## config.mk

```make
export PLATFORM = sky130hd
export DESIGN_NAME = gesummv_result_drain
export DESIGN_NICKNAME = d
export VERILOG_FILES = /design/src/rtl/gesummv_result_drain.sv
export SDC_FILE = /design/constraint.sdc
export NUM_CORES = 1
export LEC_CHECK = 0
export BUFFER_PORTS_ARGS = -buffer_cell sky130_fd_sc_hd__buf_2
export CORE_UTILIZATION = 60
export CTS_CLUSTER_DIAMETER = 40
export DETAILED_ROUTE_END_ITERATION = 8
export GPL_ROUTABILITY_DRIVEN = 0
export PLACE_DENSITY = 0.82
export SLEW_MARGIN = 25
export SYNTH_ARGS = -nofsm -noshare
export SYNTH_HDL_FRONTEND = slang
export SYNTH_SLANG_ARGS = --single-unit
```

## constraint.sdc

```tcl
create_clock -name clk -period 7.93 [get_ports clk]
set_clock_uncertainty 0.05 [all_clocks]
set_input_delay 0.793 -clock clk [delete_from_list [all_inputs] [get_ports clk]]
set_output_delay 0.793 -clock clk [all_outputs]
set_load 0.01 [all_outputs]
```

## src/rtl/gesummv_result_drain.sv

```systemverilog
// Ping-pong capture of the gesummv y-vector write port, drained in index order
// over valid/ready with an end-of-vector marker, a done pulse and a running checksum.
module gesummv_result_drain #(
  parameter int DEPTH  = 8,
  parameter int ADDR_W = 3,
  parameter int DATA_W = 32
) (
  input  logic              clk,
  input  logic              rst,
  input  logic [ADDR_W-1:0] in_addr,
  input  logic              in_wr_en,
  input  logic [DATA_W-1:0] in_wr_data,
  output logic              out_valid,
  input  logic              out_ready,
  output logic [DATA_W-1:0] out_data,
  output logic [ADDR_W-1:0] out_idx,
  output logic              out_last,
  output logic              done,
  output logic [DATA_W-1:0] checksum,
  output logic              err_dup,
  output logic              err_addr,
  output logic              err_ovf
);

  localparam int IDX_W = (DEPTH > 1) ? $clog2(DEPTH) : 1;
  localparam logic [DEPTH-1:0] ALL_FILLED = '1;
  localparam logic [ADDR_W-1:0] LAST_IDX = ADDR_W'(DEPTH - 1);

  typedef enum logic {IDLE, DRAIN} state_t;

  function automatic logic [DATA_W-1:0] wrap_add(input logic [DATA_W-1:0] a,
                                                 input logic [DATA_W-1:0] b);
    return a + b;
  endfunction

  logic [DATA_W-1:0]       bank_mem [2][DEPTH];
  logic [1:0][DEPTH-1:0]   mask;
  logic [1:0]              full;
  logic                    fill_sel;
  logic                    drain_sel;
  logic [ADDR_W-1:0]       rd_idx;
  logic [DATA_W-1:0]       acc;
  state_t                  state;

  logic                    addr_ok;
  logic [IDX_W-1:0]        wr_idx;
  logic                    wr_ok;
  logic [DEPTH-1:0]        fill_mask_nxt;
  logic                    hs;
  logic                    last_hs;

  assign drain_sel     = ~fill_sel;
  assign addr_ok       = (32'(in_addr) < 32'(DEPTH));
  assign wr_idx        = in_addr[IDX_W-1:0];
  assign wr_ok         = in_wr_en && addr_ok && !full[fill_sel];
  assign fill_mask_nxt = mask[fill_sel] | (DEPTH'(1) << wr_idx);
  assign hs            = out_valid && out_ready;
  assign last_hs       = hs && (rd_idx == LAST_IDX);

  // The drain bank is never the write target, so its words are stable while stalled.
  assign out_data = bank_mem[drain_sel][rd_idx[IDX_W-1:0]];
  assign out_idx  = rd_idx;
  assign out_last = out_valid && (rd_idx == LAST_IDX);

  always_ff @(posedge clk) begin
    if (wr_ok) begin
      bank_mem[fill_sel][wr_idx] <= in_wr_data;
    end
  end

  always_ff @(posedge clk) begin
    if (rst) begin
      state     <= IDLE;
      out_valid <= 1'b0;
      done      <= 1'b0;
      checksum  <= '0;
      err_dup   <= 1'b0;
      err_addr  <= 1'b0;
      err_ovf   <= 1'b0;
      mask      <= '0;
      full      <= '0;
      fill_sel  <= 1'b0;
      rd_idx    <= '0;
      acc       <= '0;
    end else begin
      done <= 1'b0;

      if (in_wr_en) begin
        if (!addr_ok) begin
          err_addr <= 1'b1;
        end else if (full[fill_sel]) begin
          err_ovf <= 1'b1;
        end else begin
          if (mask[fill_sel][wr_idx]) err_dup <= 1'b1;
          mask[fill_sel] <= fill_mask_nxt;
          if (fill_mask_nxt == ALL_FILLED) full[fill_sel] <= 1'b1;
        end
      end

      case (state)
        IDLE: begin
          if (full[fill_sel]) begin
            fill_sel  <= ~fill_sel;
            state     <= DRAIN;
            rd_idx    <= '0;
            out_valid <= 1'b1;
          end
        end
        DRAIN: begin
          if (hs) begin
            acc    <= wrap_add(acc, out_data);
            rd_idx <= rd_idx + 1'b1;
          end
          if (last_hs) begin
            mask[drain_sel] <= '0;
            full[drain_sel] <= 1'b0;
            done            <= 1'b1;
            checksum        <= wrap_add(acc, out_data);
            acc             <= '0;
            rd_idx          <= '0;
            // A waiting full bank is swapped in on the same edge: no bubble.
            if (full[fill_sel]) begin
              fill_sel <= ~fill_sel;
            end else begin
              state     <= IDLE;
              out_valid <= 1'b0;
            end
          end
        end
        default: state <= IDLE;
      endcase
    end
  end

endmodule

```

# [Yosys cells after proc, flatten, opt, wreduce, memory -nomap -nowiden]
# Memory sizes are Yosys's and may differ from the RTL's.
# Cells that the tools add are included.
[op_classes] n_addsub=2 order_cmp=8 mux=50 n_eq_ne=6 n_reduce_logical=16 n_bitwise=11 shifts=1
[op_table] op="$mux W256" n=1
[op_table] op="$mux W32" n=5
[op_table] op="$bmux W32 S3" n=1
[op_table] op="$demux W32 S3" n=1
[op_table] op="$mux W16" n=5
[op_table] op="$add A32 B32 Y32" n=1
[op_table] op="$mux W8" n=4
[op_table] op="$and A16 B16 Y16" n=1
[op_table] op="$bwmux W16" n=1
[op_table] op="$demux W8 S1" n=2
[op_table] op="$not A16 Y16" n=1
[op_table] op="$mux W1" n=14
[op_table] op="$mux W2" n=6
[op_table] op="$mux W3" n=3
[op_table] op="$eq A8 B8 Y1 const B" n=1
[op_table] op="$ge A4 B4 Y1 const B" n=2
[op_table] op="$not A3 Y4" n=2
[op_table] op="$or A8 B8 Y8" n=1
[op_table] op="$reduce_and A2 Y1" n=4
[op_table] op="$shl A1 B3 Y8 const A" n=1
[op_table] op="$logic_and A1 B1 Y1" n=7
[op_table] op="$pmux W1 S2" n=3
[op_table] op="$pmux W3 S2" n=1
[op_table] op="$reduce_and A3 Y1" n=2
[op_table] op="18 further kinds" n=24
[word_totals] out_inout_bits=73 memories=1 ramBits=512 reg_bits=91 elab_cells=107
[mem_list] name="bank_mem" words=2 word_bits=256 rd=1 rd_clocked_by_memory_dff=0 wr=1 line="36" text="logic [DATA_W-1:0] bank_mem [2][DEPTH];"

# [Logic depth before layout (Yosys ltp)]
# Gate-level depths: netlist of the first run.
[logic_depth] ltp_word=12 mapped_depth=17

# [Worst setup path after synthesis of the first run]
# Ideal clock, no wire load.
[synth_path] path_kind="reg2reg" from="reg rd_idx[0], in the netlist out_idx[0]" to="reg acc[24]" n_path_buf=3 period_less_slack_ns=4.530 required_ns=7.763 arrival_time_ns=4.363 setup_slack_ns=3.400 setup_time_ns=0.117 path_stages_with_launch=18 cell_sequence="dfxtp_1 buf_2 buf_1 clkbuf_1 mux4_2 mux4_2 ha_1 inv_1 fa_1 nor2b_1 o31ai_2 a21oi_1 o31ai_2 a21o_1 nand2_1 a211o_1 xor2_1 a22o_1"
[synth_via] elab_chain_cells=7 elab_cells_between_ends=11 cone_classes="add/sub: 1; eq/ne: 1; mux: 5; bitwise: 1; reduce/logical: 3"
[synth_lines] item="from (decl)" line="41" text="logic [ADDR_W-1:0] rd_idx;"
[synth_lines] item="from (signal assigned)" line="112" text="rd_idx <= rd_idx + 1'b1;"
[synth_lines] item="$not A3 Y4 (not written as such)" line="61" text="assign out_data = bank_mem[drain_sel][rd_idx[IDX_W-1:0]];"
[synth_lines] item="$bmux W32 S3" line="61"
[synth_lines] item="$mux W32 (not written as such) (2 in series)" line="61"
[synth_lines] item="net out_data[0]" line="15" text="output logic [DATA_W-1:0] out_data,"
[synth_lines] item="$add A32 B32 Y32" line="33" text="return a + b;"
[synth_lines] item="$mux W32" line="110" text="if (hs) begin"
[synth_lines] item="$mux W32" line="114" text="if (last_hs) begin"
[synth_lines] item="to (signal assigned)" line="111" text="acc <= wrap_add(acc, out_data);"
[synth_lines] item="to (decl)" line="42" text="logic [DATA_W-1:0] acc;"
# The timed path passes the listed nets, and every way through them passes these cells. The select of a mux whose other input is x is not followed.
# A chain may end at the register's enable or synchronous reset.

# [Worst setup path after layout of the first run]
[layout_path] from="reg rd_idx[0], in the netlist out_idx[0]" to="reg checksum[31]"
[layout_via] elab_chain_cells=5 elab_cells_between_ends=8 cone_classes="add/sub: 1; eq/ne: 1; mux: 3; bitwise: 1; reduce/logical: 2"
[layout_lines] item="$not A3 Y4 (not written as such)" line="61"
[layout_lines] item="$bmux W32 S3" line="61"
[layout_lines] item="$mux W32 (not written as such) (2 in series)" line="61"
[layout_lines] item="$add A32 B32 Y32" line="33"
[layout_lines] item="to (signal assigned)" line="118" text="checksum <= wrap_add(acc, out_data);"
[layout_lines] item="to (decl)" line="19" text="output logic [DATA_W-1:0] checksum,"
# Parallel ways exist; a longest one is shown, timed or not. The select of a mux whose other input is x is not followed.

==> results of run 1 <==
==> metrics by stage <==
step                hold WS [ns]  power, mW
floorplan                 0.3791      3.565
global placement          0.3896      3.619
detailed placement        0.3953      3.628
CTS                       0.4051      6.410
global route              0.4241      6.524
finish                    0.4008      6.402
==> kinds of logic after synthesis <==
family | Yosys count | share of synthesized area
mux | 174 | 0.1567
compound gates | 176 | 0.04903
simple gates | 222 | 0.04187
flops | 603 | 0.7123
buf+inv | 75 | 0.01259
fa+ha+maj | 34 | 0.01793
xor+xnor | 26 | 0.009432
other cells | 1 | 0.0001553
==> cell usage in the layout, fill, tap and decap left out, types with 6 or more instances in the layout <==
cell | Yosys | layout
nor2b_1 | 9 | 7
nand2_1 | 83 | 83
a22oi_1 | 12 | 12
a22o_1 | 12 | 12
nor2_1 | 69 | 57
clkinv_1 | 0 | 10
inv_1 | 9 | 9
o21a_1 | 22 | 22
nand3b_1 | 6 | 6
a21oi_1 | 60 | 60
clkinv_2 | 0 | 10
buf_2 | 15 | 110
nor2_4 | 0 | 12
a211oi_1 | 7 | 7
a21o_1 | 9 | 9
mux4_2 | 163 | 163
nand3_1 | 13 | 13
edfxtp_1 | 512 | 512
buf_4 | 1 | 27
a31oi_1 | 7 | 7
mux2i_1 | 9 | 9
xnor2_1 | 14 | 14
dfxtp_1 | 91 | 87
ha_1 | 33 | 33
xor2_1 | 12 | 12
o21ai_0 | 15 | 15
nor3_1 | 11 | 9
clkbuf_1 | 45 | 11
clkbuf_16 | 0 | 62
==> Yosys cell counts (2+ instances only) <==
| cell | count | area share |
|---|---|---|
| a211oi_1 | 7 | 0.0022 |
| a21boi_1 | 2 | 0.00062 |
| a21o_1 | 9 | 0.0028 |
| a21oi_1 | 60 | 0.012 |
| a22o_1 | 12 | 0.0044 |
| a22oi_1 | 12 | 0.0037 |
| a31oi_1 | 7 | 0.0018 |
| and2_1 | 4 | 0.0010 |
| and3_1 | 4 | 0.0010 |
| buf_1 | 5 | 0.00078 |
| buf_2 | 15 | 0.0031 |
| clkbuf_1 | 45 | 0.0070 |
| dfxtp_1 | 91 | 0.075 |
| edfxtp_1 | 512 | 0.64 |
| ha_1 | 33 | 0.017 |
| inv_1 | 9 | 0.0014 |
| mux2_2 | 2 | 0.00093 |
| mux2i_1 | 9 | 0.0037 |
| mux4_2 | 163 | 0.15 |
| nand2_1 | 83 | 0.013 |
| nand2b_1 | 3 | 0.00078 |
| nand3_1 | 13 | 0.0027 |
| nand3b_1 | 6 | 0.0019 |
| nand4_1 | 4 | 0.0010 |
| nand4b_1 | 2 | 0.00073 |
| nor2_1 | 69 | 0.011 |
| nor2b_1 | 9 | 0.0023 |
| nor3_1 | 11 | 0.0023 |
| nor3b_1 | 3 | 0.00093 |
| o211ai_1 | 3 | 0.00093 |
| o21a_1 | 22 | 0.0068 |
| o21ai_0 | 15 | 0.0031 |
| o21ai_1 | 5 | 0.0010 |
| o22ai_1 | 3 | 0.00078 |
| o31ai_2 | 2 | 0.0010 |
| or3_1 | 4 | 0.0010 |
| or4_1 | 2 | 0.00062 |
| xnor2_1 | 14 | 0.0051 |
| xor2_1 | 12 | 0.0044 |
==> worst max-delay path by stage <==
stage               start      endpoint  slack, ns  depth (start not counted)
6_report       out_idx[0]  checksum[31]       2.85                         13
5_1_grt          fill_sel  checksum[31]       2.44                         14
4_1_cts          fill_sel  checksum[31]       2.58                         13
3_5_place_dp     fill_sel       acc[29]       2.67                         13
3_3_place_gp     fill_sel       acc[29]       2.69                         13
2_1_floorplan  out_idx[0]       acc[24]       3.40                         17
==> routing by layer <==
metal  track usage  routed length [um]  share of wire
met1        0.3821               21680           0.36
met2        0.5133               30780           0.50
met3       0.05987                6135           0.10
met4        0.1289                2434          0.040
met5             0                  41        0.00067
==> area by class of cell <==
type                    count  area share
well taps                 525     0.02396
clock inverters            40     0.01360
inverters                   9    0.001232
clock buffers              73     0.05809
diodes                      2   0.0001825
flip-flops and latches    603      0.6275
multi-input cells         633      0.2465
repair buffers            139     0.02893
==> critical path: stages, from the launching register on <==
cell	delay [ns]
dfxtp_4	0.72
buf_4	0.85
mux4_2	0.46
mux4_2	0.55
ha_1	0.42
a21oi_1	0.30
o21ai_0	0.14
nor2_1	0.21
o211ai_1	0.17
nand2_1	0.19
nor2_1	0.06
o22ai_1	0.33
nor3_1	0.13
nor4_2	0.27
==> registers in the layout, indices dropped and copies added, names as in the netlist <==
signal     flops
acc           32
bank_mem     512
checksum      32
done           1
err_dup        1
err_ovf        1
fill_sel       1
full           2
mask          16
out_idx        3
out_valid      1
state          1
==> where the power goes <==
group	internal (mW)	total [mW]	switching, mW
combinational	0.0160	0.0928	0.0768
clock	1.60	2.84	1.23
sequential	3.46	3.47	0.00963
total	5.08	6.40	1.32
==> impl_metrics.ini, run 1 <==
[synth]
ys_seq_area_frac = 0.7123
synth-edff-count = 512
synth_warnings = 0
syn_nets = 1384
syn_avg_cell_area_sq_um = 18.42
synth_seq_cells = 603
synth_area_sq_mm = 0.02414
ys.flop_type = edfxtp_1
async_flop_share = 0
synth.distinct_cells = 64
synthCells = 1311

[worst_setup_path]
crit_fanout = 64
cp-start-kind = register
r2r_start = out_idx[0]
crit_type = reg2reg
worstPathArrival_ns = 5.53
worst-r2r-cell-count = 13
end_kind = register
required_ns = 8.38
rrSetupSlack_ns = 2.85
r2r-end = checksum[31]

[routing]
vias_per_cell = 6.685
drt-total-wl_um = 61070
drc_errors = 0
antenna_left = 0
drtIter0Drc = 1838
first_pass_iters = 6
wl_per_cell_um = 30.17
via_count = 13530

[global_routing]
grt_pass1_vias = 13950
grt_max_degree = 66
gr-total-overflow = 0
track_usage = 0.3023
grt_pass1_wl_um = 88950
antenna_found_initial = 4

[place]
place_ws_ns = 2.665
numPortBuffers = 110
dpl_cell_area_sq_mm = 0.02543
dpl.hpwl_um = 32290
placed_cells = 1908

[finish]
multi_input_area_sq_mm = 0.006758
final_cells = 2024
post-route-util = 0.6901
nets = 1519
fill_cells = 2316
final_area_sq_mm = 0.02742
syn_to_final_growth_pct = 13.57
drive_gt1_frac = 0.2866
seqCellArea_sq_mm = 0.01721

[timing]
finalHoldViolCount = 0
slew_headroom = 0.3061
period_needed_ns = 5.084
fmax_mhz = 196.7
setup_viol = 0
tns_ns = 0
rsz0062_at_grt = no
report.final.slew_viol_count = 0
worst_slack_ns = 2.846
tightest_slew_ns = 1.041
fin_crit_sh = 0.6411

[cts]
path_clk_slew_ns = 0.06
cts-root-buf = clkbuf_16
cts_setup_buffers = 0
cts_tree = built
insertion_delay_ns = 0.61
cts_inserted_buffers = 60
clock_sinks = 603
cts_hold_buf = 0
clockBufferDepth = 3
htreeDepth = 2
post_cts_resize_count = 0

[die]
rows = 73
io_pins = 112
die-width_um = 202.6
core_sq_mm = 0.03973
dieHeight_um = 202.6
initial_core_util = 0.6077
die_area_sq_mm = 0.04104

[power]
power_density_mw_per_mm2 = 233.5
p_leak_nw = 8.991
vdd_ir_drop_max_mv = 0.1864

[min_path]
whs_path_depth = 2
hold_start = checksum[0]
whs_endpoint = checksum[0]
hp-class = reg2reg

[run_status]
status = completed

[run]
cap_violations = 0
Note: power is estimated with default switching activity, not from simulation.
==> inputs of run 2 (changes only) <==
==> constraint.sdc (replaced) <==
create_clock -name clk -period 5.01 [get_ports clk]
set_clock_uncertainty 0.05 [all_clocks]
set_input_delay 0.501 -clock clk [delete_from_list [all_inputs] [get_ports clk]]
set_output_delay 0.501 -clock clk [all_outputs]
set_load 0.01 [all_outputs]
==> run 2 against run 1 <==
Die area unchanged. Wire length shrank 1.3%. Cell area grew 0.88%. Combinational power rose by 62%. Utilization rose by 0.61 points. First-iteration DRC count fell by 4.8%. Clock-buffer cell count did not move. Via count is 0.26% lower. Critical endpoint is now acc[29]. Critical path type unchanged. Sequential power increased by 59%.
==> impl_metrics.ini, run 2 (synthesis gave the netlist of run 1 again) <==
[run_status]
status = completed

[place]
dpl_cell_area_sq_mm = 0.02563
dpl.hpwl_um = 33440
numPortBuffers = 110

[power]
p_int_mw = 8.055
fin_total_pwr_mw = 10.17
p_leak_nw = 9.120
combinationalPowerShare = 0.015
vdd_ir_drop_max_mv = 0.2853
power_density_mw_per_mm2 = 367.6
clkPwrFrac = 0.445
p_sw_mw = 2.114
seq_power_share = 0.540
p_sw_frac = 0.2079

[die]
rows = 73
initial_core_util = 0.6077
die-width_um = 202.6
dieHeight_um = 202.6
io_pins = 112
die_area_sq_mm = 0.04104
core_sq_mm = 0.03973

[min_path]
hp-class = in2reg

[worst_setup_path]
crit_type = reg2reg
path_cells = buf_4 -> mux4_2 -> mux4_2 -> ha_1 -> a21oi_1 -> nand3_1 -> nor4_1 -> or2_4 -> o41ai_4 -> o311ai_1 -> o31a_1 -> xnor2_1 -> o21ai_1
worstPathArrival_ns = 5.05
critPathMaxStageDelay_ns = 0.61
crit_slowest_cell = dfxtp_4
cp-start-kind = register
required_ns = 5.43
end_kind = register
crit_fanout = 17
path_common_cell = mux4_2

[global_routing]
grt_pass1_vias = 13860
grt_pass1_wl_um = 88890
track_usage = 0.2995
grt_max_degree = 43
antenna_found_initial = 4
gr-total-overflow = 0

[finish]
nets = 1533
largest_register = bank_mem
multi_input_area_sq_mm = 0.006758
fill_cells = 2310
layout_common_cells = edfxtp_1 (512), mux4_2 (163), buf_2 (110)
largest_register_ffs = 512
syn_to_final_growth_pct = 14.57
final_area_sq_mm = 0.02766
final_common_cell = edfxtp_1
drive_gt1_frac = 0.2963
seqCellArea_sq_mm = 0.01721
reg_top3 = bank_mem x512, acc x32, checksum x32

[cts]
clock_sinks = 603
path_clk_slew_ns = 0.07
htreeDepth = 2
cts_hold_buf = 0
cts_inserted_buffers = 61
insertion_delay_ns = 0.61
cts_tree = built
clockBufferDepth = 3
cts-root-buf = clkbuf_16

[routing]
first_pass_iters = 5
via_count = 13500
drt-total-wl_um = 60310
drc_errors = 0
vias_per_cell = 6.622
wl_per_cell_um = 29.59
antenna_left = 0
drtIter0Drc = 1750

[timing]
tns_ns = 0
setup_viol = 0
fmax_mhz = 216.0
slew_headroom = 0.3855
rsz0062_at_grt = no
tightest_slew_ns = 0.9184
fin_crit_sh = 0.9241
finalHoldViolCount = 0
period_needed_ns = 4.630
report.final.slew_viol_count = 0

[run]
cap_violations = 0
-- run 2: final cells by class --
cell class                      count  share of cell area
Sequential cell                   603              0.6221
Multi-Input combinational cell    633              0.2443
Clock buffer                       73             0.06016
Timing Repair Buffer              152             0.03583
Tap cell                          525             0.02375
Clock inverter                     42             0.01258
Inverter                            9            0.001221
Antenna cell                        1          0.00009047
-- run 2: repair_timing --
item,4_1_cts,5_1_grt
gates resized for setup,0,0
endpoints found under the setup margin,0,6
buffers inserted,0,1
-- run 2: metrics by stage --
stage | hold slack, ns | instances | utilization | setup WS (ns)
2_1_floorplan | 0.3791 | 1311 | - | 0.4797
3_3_place_gp | 0.3897 | 1921 | 0.6450 | 0.3450
3_5_place_dp | 0.3942 | 1921 | 0.6450 | 0.2169
4_1_cts | 0.1897 | 2036 | 0.6956 | 0.1420
5_1_grt | 0.2071 | 2037 | 0.6961 | 0.1496
6_report | 0.2136 | 2038 | 0.6962 | 0.3804
-- run 2: power groups by stage --
stage | Sequential, mW | Clock, mW | Combinational (mW)
2_1_floorplan | 5.60 | 0 | 0.0416
3_5_place_dp | 5.60 | 0 | 0.143
6_report | 5.50 | 4.52 | 0.150
5_1_grt | 5.50 | 4.73 | 0.156
3_3_place_gp | 5.60 | 0 | 0.134
4_1_cts | 5.50 | 4.54 | 0.146
-- run 2: worst max-delay path, delay by kind of cell, from the launching register on --
family,cells,cell delay [ns]
multiplexers,2,1.13
AO/OA/AOI/OAI,5,1.06
AND/OR/NAND/NOR,3,0.79
flip-flops,1,0.61
adder cells (fa/ha/maj),1,0.40
buffers and inverters,1,0.31
XOR/XNOR,1,0.13
-- run 2: path summary, 6_finish.rpt --
check,startpoint,to,slack [ns],cells after the start
setup reg to reg,fill_sel,acc[29],0.38,13
hold / removal,in_wr_en,err_ovf,0.21,3
setup / recovery,fill_sel,acc[29],0.38,13
hold reg to reg,checksum[7],checksum[7],0.40,2
-- run 2: layer usage --
layer,track usage,vias to the layer above,wire [um]
li1,-,5615,-
met1,0.4047,6817,22080
met2,0.4848,906,29670
met3,0.07030,152,6740
met4,0.1010,6,1778
met5,0,-,39
